--- config.mk ---
export PLATFORM = sky130hd
export DESIGN_NAME = alu_op_sequencer
export DESIGN_NICKNAME = d
export VERILOG_FILES = /design/src/rtl/alu_pkg.sv /design/src/rtl/seq_prog_mem.sv /design/src/rtl/alu_op_sequencer.sv
export SDC_FILE = /design/constraint.sdc
export NUM_CORES = 1
export LEC_CHECK = 0
export ABC_CLOCK_PERIOD_IN_PS = 3100
export BUFFER_PORTS_ARGS = -buffer_cell sky130_fd_sc_hd__buf_2
export CORE_AREA = 3 3 117 119
export CTS_CLUSTER_DIAMETER = 50
export CTS_CLUSTER_SIZE = 16
export DETAILED_ROUTE_END_ITERATION = 10
export DIE_AREA = 0 0 120 122
export GPL_TIMING_DRIVEN = 0
export HOLD_SLACK_MARGIN = 0.02
export SLEW_MARGIN = 20
export SYNTH_ARGS = -nofsm -noshare
export SYNTH_HDL_FRONTEND = slang
export SYNTH_SLANG_ARGS = --single-unit
--- constraint.sdc ---
create_clock -name i_clk -period 3.1 [get_ports i_clk]
set_input_delay 0.465 -clock i_clk [delete_from_list [all_inputs] [get_ports i_clk]]
set_output_delay 0.465 -clock i_clk [all_outputs]
set_load 0.01 [all_outputs]
--- src/rtl/alu_pkg.sv ---
// ---------------------------------------------------------------------------
// alu_pkg
// Definitions shared by the 8-bit ALU and its command sequencer:
//   - 4-bit opcode encodings (OP_ADD .. OP_LOAD)
//   - op_has_result(): 1 when an opcode updates the ALU result Y
//   - seq_state_t: state encoding of the alu_op_sequencer FSM
// ---------------------------------------------------------------------------
package alu_pkg;

  localparam logic [3:0] OP_ADD   = 4'h0;
  localparam logic [3:0] OP_SUB   = 4'h1;
  localparam logic [3:0] OP_AND   = 4'h2;
  localparam logic [3:0] OP_OR    = 4'h3;
  localparam logic [3:0] OP_XOR   = 4'h4;
  localparam logic [3:0] OP_SHL   = 4'h5;
  localparam logic [3:0] OP_SHR   = 4'h6;
  localparam logic [3:0] OP_ROL   = 4'h7;
  localparam logic [3:0] OP_ROR   = 4'h8;
  localparam logic [3:0] OP_INC   = 4'h9;
  localparam logic [3:0] OP_DEC   = 4'hA;
  localparam logic [3:0] OP_NOT   = 4'hB;
  localparam logic [3:0] OP_NEG   = 4'hC;
  localparam logic [3:0] OP_STORE = 4'hD;
  localparam logic [3:0] OP_SWAP  = 4'hE;
  localparam logic [3:0] OP_LOAD  = 4'hF;

  // Width of one program word: {opcode[11:8], operand[7:0]}
  localparam int PROG_W = 12;

  typedef enum logic [2:0] {
    SEQ_IDLE    = 3'd0,
    SEQ_ISSUE   = 3'd1,
    SEQ_WAIT    = 3'd2,
    SEQ_CAPTURE = 3'd3,
    SEQ_DONE    = 3'd4
  } seq_state_t;

  // Register-move opcodes (STORE/SWAP/LOAD) sit at the top of the map and
  // leave nothing worth capturing; everything up to NEG produces a Y.
  function automatic logic op_has_result(input logic [3:0] op);
    return (op <= OP_NEG);
  endfunction

endpackage

--- src/rtl/seq_prog_mem.sv ---
// ---------------------------------------------------------------------------
// seq_prog_mem
// DEPTH x DW program register file: synchronous write, asynchronous read.
// Contents are deliberately not reset.
// Ports:
//   i_clk     clock (write on rising edge)
//   i_we      write enable
//   i_waddr   write address
//   i_wdata   write data
//   i_raddr   read address
//   o_rdata   read data (combinational)
// ---------------------------------------------------------------------------
module seq_prog_mem #(
  parameter int DEPTH = 8,
  parameter int AW    = 3,
  parameter int DW    = 12
) (
  input  logic          i_clk,
  input  logic          i_we,
  input  logic [AW-1:0] i_waddr,
  input  logic [DW-1:0] i_wdata,
  input  logic [AW-1:0] i_raddr,
  output logic [DW-1:0] o_rdata
);

  logic [DW-1:0] r_mem [DEPTH];

  always_ff @(posedge i_clk) begin
    if (i_we) begin
      r_mem[i_waddr] <= i_wdata;
    end
  end

  assign o_rdata = r_mem[i_raddr];

endmodule

--- src/rtl/alu_op_sequencer.sv ---
// ---------------------------------------------------------------------------
// alu_op_sequencer
// Command initiator for the 8-bit ALU. Holds a program of {opcode, operand}
// steps, issues them one per ALU transaction on sel/data/enable, waits the
// ALU latency, and captures Y for result-producing opcodes.
//
// Handshake with the ALU: o_alu_enable is high for exactly one cycle per
// step, with o_sel_out/o_data_out stable during that cycle and held until
// the next issue; i_alu_y is assumed valid ALU_LAT cycles after the rising
// edge that sampled the enable, and is captured on the edge ending WAIT.
//
// Ports:
//   i_clk, i_rst_n        clock, asynchronous active-low reset
//   i_prog_we/addr/data   program write port (ignored while busy)
//   i_length              steps to run (1..DEPTH), sampled on start
//   i_start, i_abort      run control
//   o_sel_out, o_data_out ALU selector / data_in
//   o_alu_enable          ALU enable, one cycle per step
//   i_alu_y               ALU result
//   o_result              last captured Y
//   o_result_valid        one-cycle pulse when o_result updates
//   o_step                index of the step currently / last issued
//   o_busy, o_done        run status; done pulses once per complete run
//   o_prog_err            sticky misuse flag, cleared by a valid start
//   o_state               FSM state (debug)
// ---------------------------------------------------------------------------
module alu_op_sequencer
  import alu_pkg::*;
#(
  parameter int DEPTH   = 8,
  parameter int AW      = 3,
  parameter int ALU_LAT = 1
) (
  input  logic          i_clk,
  input  logic          i_rst_n,
  input  logic          i_prog_we,
  input  logic [AW-1:0] i_prog_addr,
  input  logic [11:0]   i_prog_data,
  input  logic [AW:0]   i_length,
  input  logic          i_start,
  input  logic          i_abort,
  output logic [3:0]    o_sel_out,
  output logic [7:0]    o_data_out,
  output logic          o_alu_enable,
  input  logic [7:0]    i_alu_y,
  output logic [7:0]    o_result,
  output logic          o_result_valid,
  output logic [AW-1:0] o_step,
  output logic          o_busy,
  output logic          o_done,
  output logic          o_prog_err,
  output logic [2:0]    o_state
);

  localparam logic [2:0]  LAT_M1  = 3'(ALU_LAT - 1);
  localparam logic [AW:0] DEPTH_L = (AW+1)'(DEPTH);

  seq_state_t        r_state;
  seq_state_t        w_state_nxt;
  logic [AW-1:0]     r_step;
  logic [AW:0]       r_len;
  logic [2:0]        r_wait_cnt;
  logic [3:0]        r_sel;
  logic [7:0]        r_data;
  logic [7:0]        r_result;
  logic              r_prog_err;

  logic              w_busy;
  logic              w_len_ok;
  logic              w_start_go;
  logic              w_mem_we;
  logic              w_last;
  logic              w_wait_end;
  logic              w_capture_op;
  logic [AW-1:0]     w_rd_addr;
  logic [PROG_W-1:0] w_mem_rdata;
  logic [PROG_W-1:0] w_fetch;

  // ---------------------------------------------------------------------
  // Program memory
  // ---------------------------------------------------------------------
  assign w_mem_we = i_prog_we && !w_busy;

  // The next word to issue: entry 0 when launching from IDLE, else step+1.
  // At step DEPTH-1 this wraps to 0, but then w_last is set and nothing is
  // issued from the wrapped address.
  assign w_rd_addr = (r_state == SEQ_IDLE) ? '0 : (r_step + 1'b1);

  seq_prog_mem #(
    .DEPTH (DEPTH),
    .AW    (AW),
    .DW    (PROG_W)
  ) u_prog_mem (
    .i_clk   (i_clk),
    .i_we    (w_mem_we),
    .i_waddr (i_prog_addr),
    .i_wdata (i_prog_data),
    .i_raddr (w_rd_addr),
    .o_rdata (w_mem_rdata)
  );

  // A write landing in the same cycle as the fetch (start + prog_we to
  // entry 0) must be seen by the first issue, so forward it.
  assign w_fetch = (w_mem_we && (i_prog_addr == w_rd_addr)) ? i_prog_data
                                                           : w_mem_rdata;

  // ---------------------------------------------------------------------
  // Control decode
  // ---------------------------------------------------------------------
  assign w_busy       = (r_state == SEQ_ISSUE) || (r_state == SEQ_WAIT) ||
                        (r_state == SEQ_CAPTURE);
  assign w_len_ok     = (i_length != '0) && (i_length <= DEPTH_L);
  assign w_start_go   = (r_state == SEQ_IDLE) && i_start && w_len_ok;
  assign w_last       = ({1'b0, r_step} == (r_len - 1'b1));
  assign w_wait_end   = (r_wait_cnt == LAT_M1);
  assign w_capture_op = op_has_result(r_sel);

  always_comb begin
    w_state_nxt = r_state;
    unique case (r_state)
      SEQ_IDLE: begin
        if (w_start_go) begin
          w_state_nxt = SEQ_ISSUE;
        end
      end
      SEQ_ISSUE: begin
        w_state_nxt = SEQ_WAIT;
      end
      SEQ_WAIT: begin
        if (w_wait_end) begin
          if (w_capture_op) begin
            w_state_nxt = SEQ_CAPTURE;
          end else if (w_last) begin
            w_state_nxt = SEQ_DONE;
          end else begin
            w_state_nxt = SEQ_ISSUE;
          end
        end
      end
      SEQ_CAPTURE: begin
        w_state_nxt = w_last ? SEQ_DONE : SEQ_ISSUE;
      end
      SEQ_DONE: begin
        w_state_nxt = SEQ_IDLE;
      end
      default: begin
        w_state_nxt = SEQ_IDLE;
      end
    endcase
    // Abort overrides every other transition out of a non-IDLE state,
    // which also keeps DONE and CAPTURE from ever being entered.
    if (i_abort && (r_state != SEQ_IDLE)) begin
      w_state_nxt = SEQ_IDLE;
    end
  end

  // ---------------------------------------------------------------------
  // State and datapath registers
  // ---------------------------------------------------------------------
  always_ff @(posedge i_clk or negedge i_rst_n) begin
    if (!i_rst_n) begin
      r_state <= SEQ_IDLE;
    end else begin
      r_state <= w_state_nxt;
    end
  end

  // WAIT counter: zero everywhere except while counting inside WAIT.
  always_ff @(posedge i_clk or negedge i_rst_n) begin
    if (!i_rst_n) begin
      r_wait_cnt <= '0;
    end else if (r_state == SEQ_WAIT) begin
      r_wait_cnt <= r_wait_cnt + 3'd1;
    end else begin
      r_wait_cnt <= '0;
    end
  end

  // Step advances on the edge entering each ISSUE after the first, so it
  // names the step on the bus during ISSUE and keeps it afterwards.
  always_ff @(posedge i_clk or negedge i_rst_n) begin
    if (!i_rst_n) begin
      r_step <= '0;
      r_len  <= '0;
    end else if (w_start_go) begin
      r_step <= '0;
      r_len  <= i_length;
    end else if (w_state_nxt == SEQ_ISSUE) begin
      r_step <= r_step + 1'b1;
    end
  end

  // Selector/data are loaded only when an issue is about to happen and are
  // otherwise held, so the ALU bus stays stable between issues.
  always_ff @(posedge i_clk or negedge i_rst_n) begin
    if (!i_rst_n) begin
      r_sel  <= '0;
      r_data <= '0;
    end else if (w_state_nxt == SEQ_ISSUE) begin
      r_sel  <= w_fetch[11:8];
      r_data <= w_fetch[7:0];
    end
  end

  always_ff @(posedge i_clk or negedge i_rst_n) begin
    if (!i_rst_n) begin
      r_result <= '0;
    end else if (w_state_nxt == SEQ_CAPTURE) begin
      r_result <= i_alu_y;
    end
  end

  // Misuse while busy always flags. From IDLE a start re-arms the flag
  // according to its length: a good run clears it, a bad length sets it.
  always_ff @(posedge i_clk or negedge i_rst_n) begin
    if (!i_rst_n) begin
      r_prog_err <= 1'b0;
    end else if (w_busy && (i_start || i_prog_we)) begin
      r_prog_err <= 1'b1;
    end else if ((r_state == SEQ_IDLE) && i_start) begin
      r_prog_err <= !w_len_ok;
    end
  end

  // ---------------------------------------------------------------------
  // Outputs: single-bit strobes decode straight from the state register so
  // they fall to 0 the instant reset asserts.
  // ---------------------------------------------------------------------
  assign o_sel_out      = r_sel;
  assign o_data_out     = r_data;
  assign o_alu_enable   = (r_state == SEQ_ISSUE);
  assign o_result       = r_result;
  assign o_result_valid = (r_state == SEQ_CAPTURE);
  assign o_step         = r_step;
  assign o_busy         = w_busy;
  assign o_done         = (r_state == SEQ_DONE);
  assign o_prog_err     = r_prog_err;
  assign o_state        = r_state;

endmodule

After elaboration in Yosys (flattened, before gate mapping)

Memories as Yosys holds them, arrays and structs flattened. A register that Yosys moved wholly into a read port is not among the register bits.
Cells that the tools add are included.

Bits in writable memories: 96
Input port bits: 32
Bits in registers: 22
Memories: 1
Bits in latches: 0
Memory bits (read-only): 0

Bitwise operators: 0
Reduce and logical (&&, ||, !) cells: 18
$mul: 0
Shift-type cells: 0
Eq/ne operators: 7
Mux-type cells: 14
$add $sub $neg: 3
Order comparisons: 2
Div/mod/pow operators: 0

Memory list:

| memory           | words | width | read ports | clocked after memory_dff | wr ports | RTL line           | text |
|---|---|---|---|---|---|---|---|
| u_prog_mem.r_mem | 8     | 12    | 1          | 1                        | 1        | seq_prog_mem.sv:26 | `logic [DW-1:0] r_mem [DEPTH];` |

Operators with widths:

| operator                                             | number |
|---|---|
| 2-to-1 mux 3 bit                                     | 9 |
| case mux 3 bit (4 select lines)                      | 1 |
| equality test 3 x 2 -> 1 bit (second input constant) | 3 |
| <= comparator 4 bit (second input constant)          | 2 |
| adder 3 x 1 -> 3 bit (second input constant)         | 2 |
| equality test 3 x 1 -> 1 bit (second input constant) | 2 |
| logical AND 1 bit                                    | 6 |
| logical NOT 3 bit                                    | 2 |
| equality test 3 x 4 -> 1 bit                         | 1 |
| 2-to-1 mux 1 bit                                     | 4 |
| nonzero test 2 bit                                   | 2 |
| nonzero test 4 bit                                   | 1 |
| subtractor 4 x 1 -> 4 bit (second input constant)    | 1 |
| equality test 3 bit (second input constant)          | 1 |
| logical NOT 1 bit                                    | 3 |
| logical OR 1 bit                                     | 3 |
| nonzero test 3 bit                                   | 1 |

Logic depth before layout (Yosys ltp)

Word-level depth: 10
Depth in mapped cells: 10
Gate-level depth less buffers: 8

Modules after synthesis

A second synthesis with hierarchy kept.

Cells, all modules: 321
Area total of the unflattened synthesis: 5632.9 sq um

By module, submodules not included:

| module           | cells each | area each (sq um) | times used | sequential area each (sq um) |
|---|---|---|---|---|
| seq_prog_mem     | 152        | 3747.3            | 1          | 2882.8 |
| alu_op_sequencer | 169        | 1885.6            | 1          | 850.8 |

Worst setup path after synthesis

OpenSTA, ideal clock, no wires.

Path type: register to register
Start: register r_state[2] (netlist: o_state[2])
End: memory u_prog_mem.r_mem[0][0], enable pin
Setup time: 413 ps
Period minus slack after synthesis: 2612 ps
Required time: 2687 ps
Stages on the path, launching flop included: 4
Arrival: 2200 ps
Slack: 488 ps
Cells stage by stage: dfrtp_1 > clkbuf_1 > o21ai_0 > nor4_1

Longest elaborated chain between the ends: 7
Elaborated cells between the ends (all ways): 9
Classes of those cells: 3 x eq/ne; 2 x mux; 4 x reduce/logical

Ends and longest elaborated chain:

| item                                                                                | RTL line                | text |
|---|---|---|
| start: declaration                                                                  | alu_op_sequencer.sv:58  | `seq_state_t r_state;` |
| start signal: assignment                                                            | alu_op_sequencer.sv:164 | `r_state <= w_state_nxt;` |
| equality test 3 x 1 -> 1 bit / equality test 3 x 2 -> 1 bit (equally long branches) | alu_op_sequencer.sv:110 | `assign w_busy = (r_state == SEQ_ISSUE) \|\| (r_state == SEQ_WAIT) \|\|` |
| logical OR 1 bit                                                                    | alu_op_sequencer.sv:110 |  |
| logical OR 1 bit *                                                                  | alu_op_sequencer.sv:110 |  |
| logical NOT 1 bit *                                                                 | alu_op_sequencer.sv:82  | `assign w_mem_we = i_prog_we && !w_busy;` |
| logical AND 1 bit *                                                                 | alu_op_sequencer.sv:82  |  |
| 2-to-1 mux 1 bit *                                                                  | seq_prog_mem.sv:29      | `if (i_we) begin` |
| 2-to-1 mux 1 bit (not written as such) *                                            | seq_prog_mem.sv:30      | `r_mem[i_waddr] <= i_wdata;` |
| end: declaration                                                                    | seq_prog_mem.sv:26      |  |

Every way passes the cells marked *; elsewhere a longest branch is shown, timed or not.

Worst setup path in the final report

Start: register r_state[2] (netlist: o_state[2])
End: memory u_prog_mem.r_mem[7][4], enable pin

The elaborated chain is that of the path after synthesis.

==> out/qor.yml <==
run_status: "complete, no violations"
synthDistinctLibCells: 48
cts_hold_buffers: 0
maxCapViolCount: 0
p_leak_nw: 2.625
fin_total_pwr_mw: 6.700
chipWidth_um: 120
number_of_nets_with_antenna_violations_after_detailed_routing: 0
initial_core_util_pct: 44.32
worst-slew-pin-transition_ps: 981.1
drt_drc_violations_left: 0
cts_tree: "built"
yosys_most_used_dff: "sky130_fd_sc_hd__edfxtp_1"
detail_route.wl_per_cell_um: 17.64
path_max_fanout: 12
die-area_um2: 14640
drt_first_pass_iters: 5
number_of_slew_limit_violations_in_the_final_report: 0
critical_path_arrival_ps: 2690
worst_ep_required_time_ps: 3150
grt_antenna_before_repair: 0
drive_above_1_share_pct: 25.23
postSynthAreaPerCell_um2: 12.53
min-delay-path-class: "in2async"
grt_usage_pct: 18.70
clock_transition_at_path_regs_ps: 60
synth_warnings: 0
cp_slowest_stage_delay_ps: 640
hold_violations: 0
timing.critical_path.cells: "clkbuf_1, o21ai_0, inv_1, nand2_1, nor2_2"
stdcell_count: 719
synth_edf_count: 96
crit_path_top_delay_cell: "sky130_fd_sc_hd__nor2_2"
area_growth_syn_to_layout_pct: 21.01
io_buffers: 61
synthesis.instances: 448
power_density_nw_per_um2: 985.9
final_nets: 570
fp.coreArea_um2: 12670
async_reset_ff_share_pct: 26.15
maximum_number_of_pins_on_one_net_before_global_route_repair: 35
clock.fmax_ghz: 0.3781
tritoncts_num_sinks: 130
post-dp-hpwl_um: 9076
timing.critical_path.from: "o_state[2]"
vias_in_the_first_global_route: 3860
antenna_cells: 0
synthesis.nets: 484
post_dp_cell_area_um2: 6205
num_io_pins: 63
clk_latency_ps: 420
vdd_ir_drop_max_v: 0.0004358
slew_headroom_pct: 33.90
cts.path.max_buffers: 2
min_period_over_period_pct: 85.31
timing.setup.critical_path_class: "reg2reg"
die-height_um: 122
overflow: 0
detail_route.iter0.violations: 355
timing.critical_path.to_type: "flop"
setup.worst_path.start_class: "flop"
route.detailed.vias_per_inst: 5.406
post-place-cells: 687
synth_seq_cells: 130
finalSetupViolations: 0
rsz_0062_raised_after_global_routing: "false"
netlist_area_um2: 5615
r2r_setup_slk_ps: 460
clock-skew-final_ps: 14.91
grt_first_pass_wirelength_um: 20860
clock-root-buffer: "sky130_fd_sc_hd__clkbuf_16"
via_count: 3887
ctsResizeCount: 0
rows: 41
worst_r2r_startpoint: "o_state[2]"
place.gp.congestion: 0.8476
routed_wirelength_um: 12680
fin_crit_ps: 2645
design_area_um2: 6795
tritoncts.num_buffers: 17
cts.repair_timing.setup_buffer_count: 0
h-tree-depth: 4
synth.yosys.seq_area_share_pct: 66.49
sequential cells by signal (all words and copies together) (netlist names):
register	flops
o_result	8
r_wait_cnt	3
o_prog_err	1
o_state	3
o_sel_out	4
r_len	4
o_data_out	8
u_prog_mem.r_mem	96
o_step	3
Yosys cell counts (6+ instances only):
cell type                  instances  area, um2
sky130_fd_sc_hd__a22oi_1           9      67.56
sky130_fd_sc_hd__clkbuf_1         12      45.04
sky130_fd_sc_hd__nor2_1           20      75.07
sky130_fd_sc_hd__nand2_1          80      300.3
sky130_fd_sc_hd__o21ai_0          20      100.1
sky130_fd_sc_hd__a21oi_1          13      65.06
sky130_fd_sc_hd__dfrtp_1          34      850.8
sky130_fd_sc_hd__inv_1            17      63.81
sky130_fd_sc_hd__a221oi_2          9      135.1
sky130_fd_sc_hd__edfxtp_1         96       2883
sky130_fd_sc_hd__buf_2             9      45.04
sky130_fd_sc_hd__a31oi_1          22      137.6
sky130_fd_sc_hd__mux2_2            6      67.56
sky130_fd_sc_hd__nor3_1           18      90.09
sky130_fd_sc_hd__xnor2_1           6      52.55
sky130_fd_sc_hd__o22ai_1          11      68.82
final cells by class:
type,instances,area (um2)
multi-input cells,276,1743
repair buffers,67,345.3
flip-flops and latches,130,3734
fillers,1090,5876
clock inverters,14,156.4
clock buffers,18,429.2
well taps,172,215.2
inverters,18,67.56
plain buffers,24,105.1
placed cells by master, fill, tap and decap left out, types with 4 or more instances in the layout:
cell / synthesis / layout
sky130_fd_sc_hd__clkbuf_16: 0 / 17
sky130_fd_sc_hd__a21oi_1: 13 / 13
sky130_fd_sc_hd__xnor2_1: 6 / 6
sky130_fd_sc_hd__mux2_2: 6 / 6
sky130_fd_sc_hd__a221oi_2: 9 / 9
sky130_fd_sc_hd__and2_1: 4 / 4
sky130_fd_sc_hd__o22ai_1: 11 / 11
sky130_fd_sc_hd__clkinvlp_4: 0 / 4
sky130_fd_sc_hd__a31oi_1: 22 / 22
sky130_fd_sc_hd__mux2_1: 5 / 5
sky130_fd_sc_hd__nor3_2: 0 / 4
sky130_fd_sc_hd__nor3_1: 18 / 14
sky130_fd_sc_hd__dfrtp_1: 34 / 34
sky130_fd_sc_hd__edfxtp_1: 96 / 96
sky130_fd_sc_hd__ha_1: 4 / 4
sky130_fd_sc_hd__buf_4: 1 / 5
sky130_fd_sc_hd__clkbuf_1: 12 / 13
sky130_fd_sc_hd__o21ai_0: 20 / 20
sky130_fd_sc_hd__mux2i_1: 4 / 4
sky130_fd_sc_hd__nor2_1: 20 / 17
sky130_fd_sc_hd__and3_1: 4 / 4
sky130_fd_sc_hd__inv_1: 17 / 17
sky130_fd_sc_hd__nand2_1: 80 / 80
sky130_fd_sc_hd__nand2b_1: 5 / 5
sky130_fd_sc_hd__clkinv_4: 0 / 4
sky130_fd_sc_hd__buf_2: 9 / 72
sky130_fd_sc_hd__a22oi_1: 9 / 9
worst max-delay path: cells and delay by family (launching register included):
kind            cells  cell delay (ps)
simple gates        2              810
compound gates      1              440
buf+inv             2              560
flops               1              470
stage by stage:
stage / utilization, % / TNS, ps / hold slack, ps / setup WS [ps]
floorplan: - / 0 / 169.4 / 487.8
global placement: 48.43 / -10530 / 452.5 / -524.0
detailed placement: 48.97 / 0 / 457.7 / 159.7
CTS: 53.59 / 0 / 124.0 / 135.1
global route: 53.63 / 0 / 170.6 / 189.6
finish: 53.63 / 0 / 117.6 / 455.3
routing by layer:
layer / up-vias / part of all wire [%] / track usage (%)
li1: 1846 / - / -
met1: 1876 / 45 / 25.20
met2: 147 / 47 / 29.29
met3: 18 / 6.6 / 5.896
met4: 0 / 1.4 / 5.512
met5: - / 0 / 0
path summary, 6_finish.rpt:
kind / to / cells past startpoint
setup / recovery: u_prog_mem.r_mem[7][4] / 5
hold / removal: r_len[2] / 1
setup reg to reg: u_prog_mem.r_mem[7][4] / 5
hold reg to reg: r_wait_cnt[0] / 1
max in group asynchronous: o_state[1] / 1
min in group i_clk: o_state[1] / 2
report_power, final:
group          internal, mW  switching, mW  leakage, nW
clock                  1.19          0.761        0.274
combinational         0.915           1.55         1.07
sequential             2.12          0.157         1.28
logic make-up after synthesis:
family	count (synthesis)	synth area share, %
and+or+nand+nor	146	11.76
muxes	17	3.721
adders and majority gates	4	0.8913
AOI/OAI and AO/OA	101	12.68
DFF	130	66.49
buffers and inverters	42	3.075
xor gates and xnor gates	8	1.382
Power figures use the tool's default switching activity.
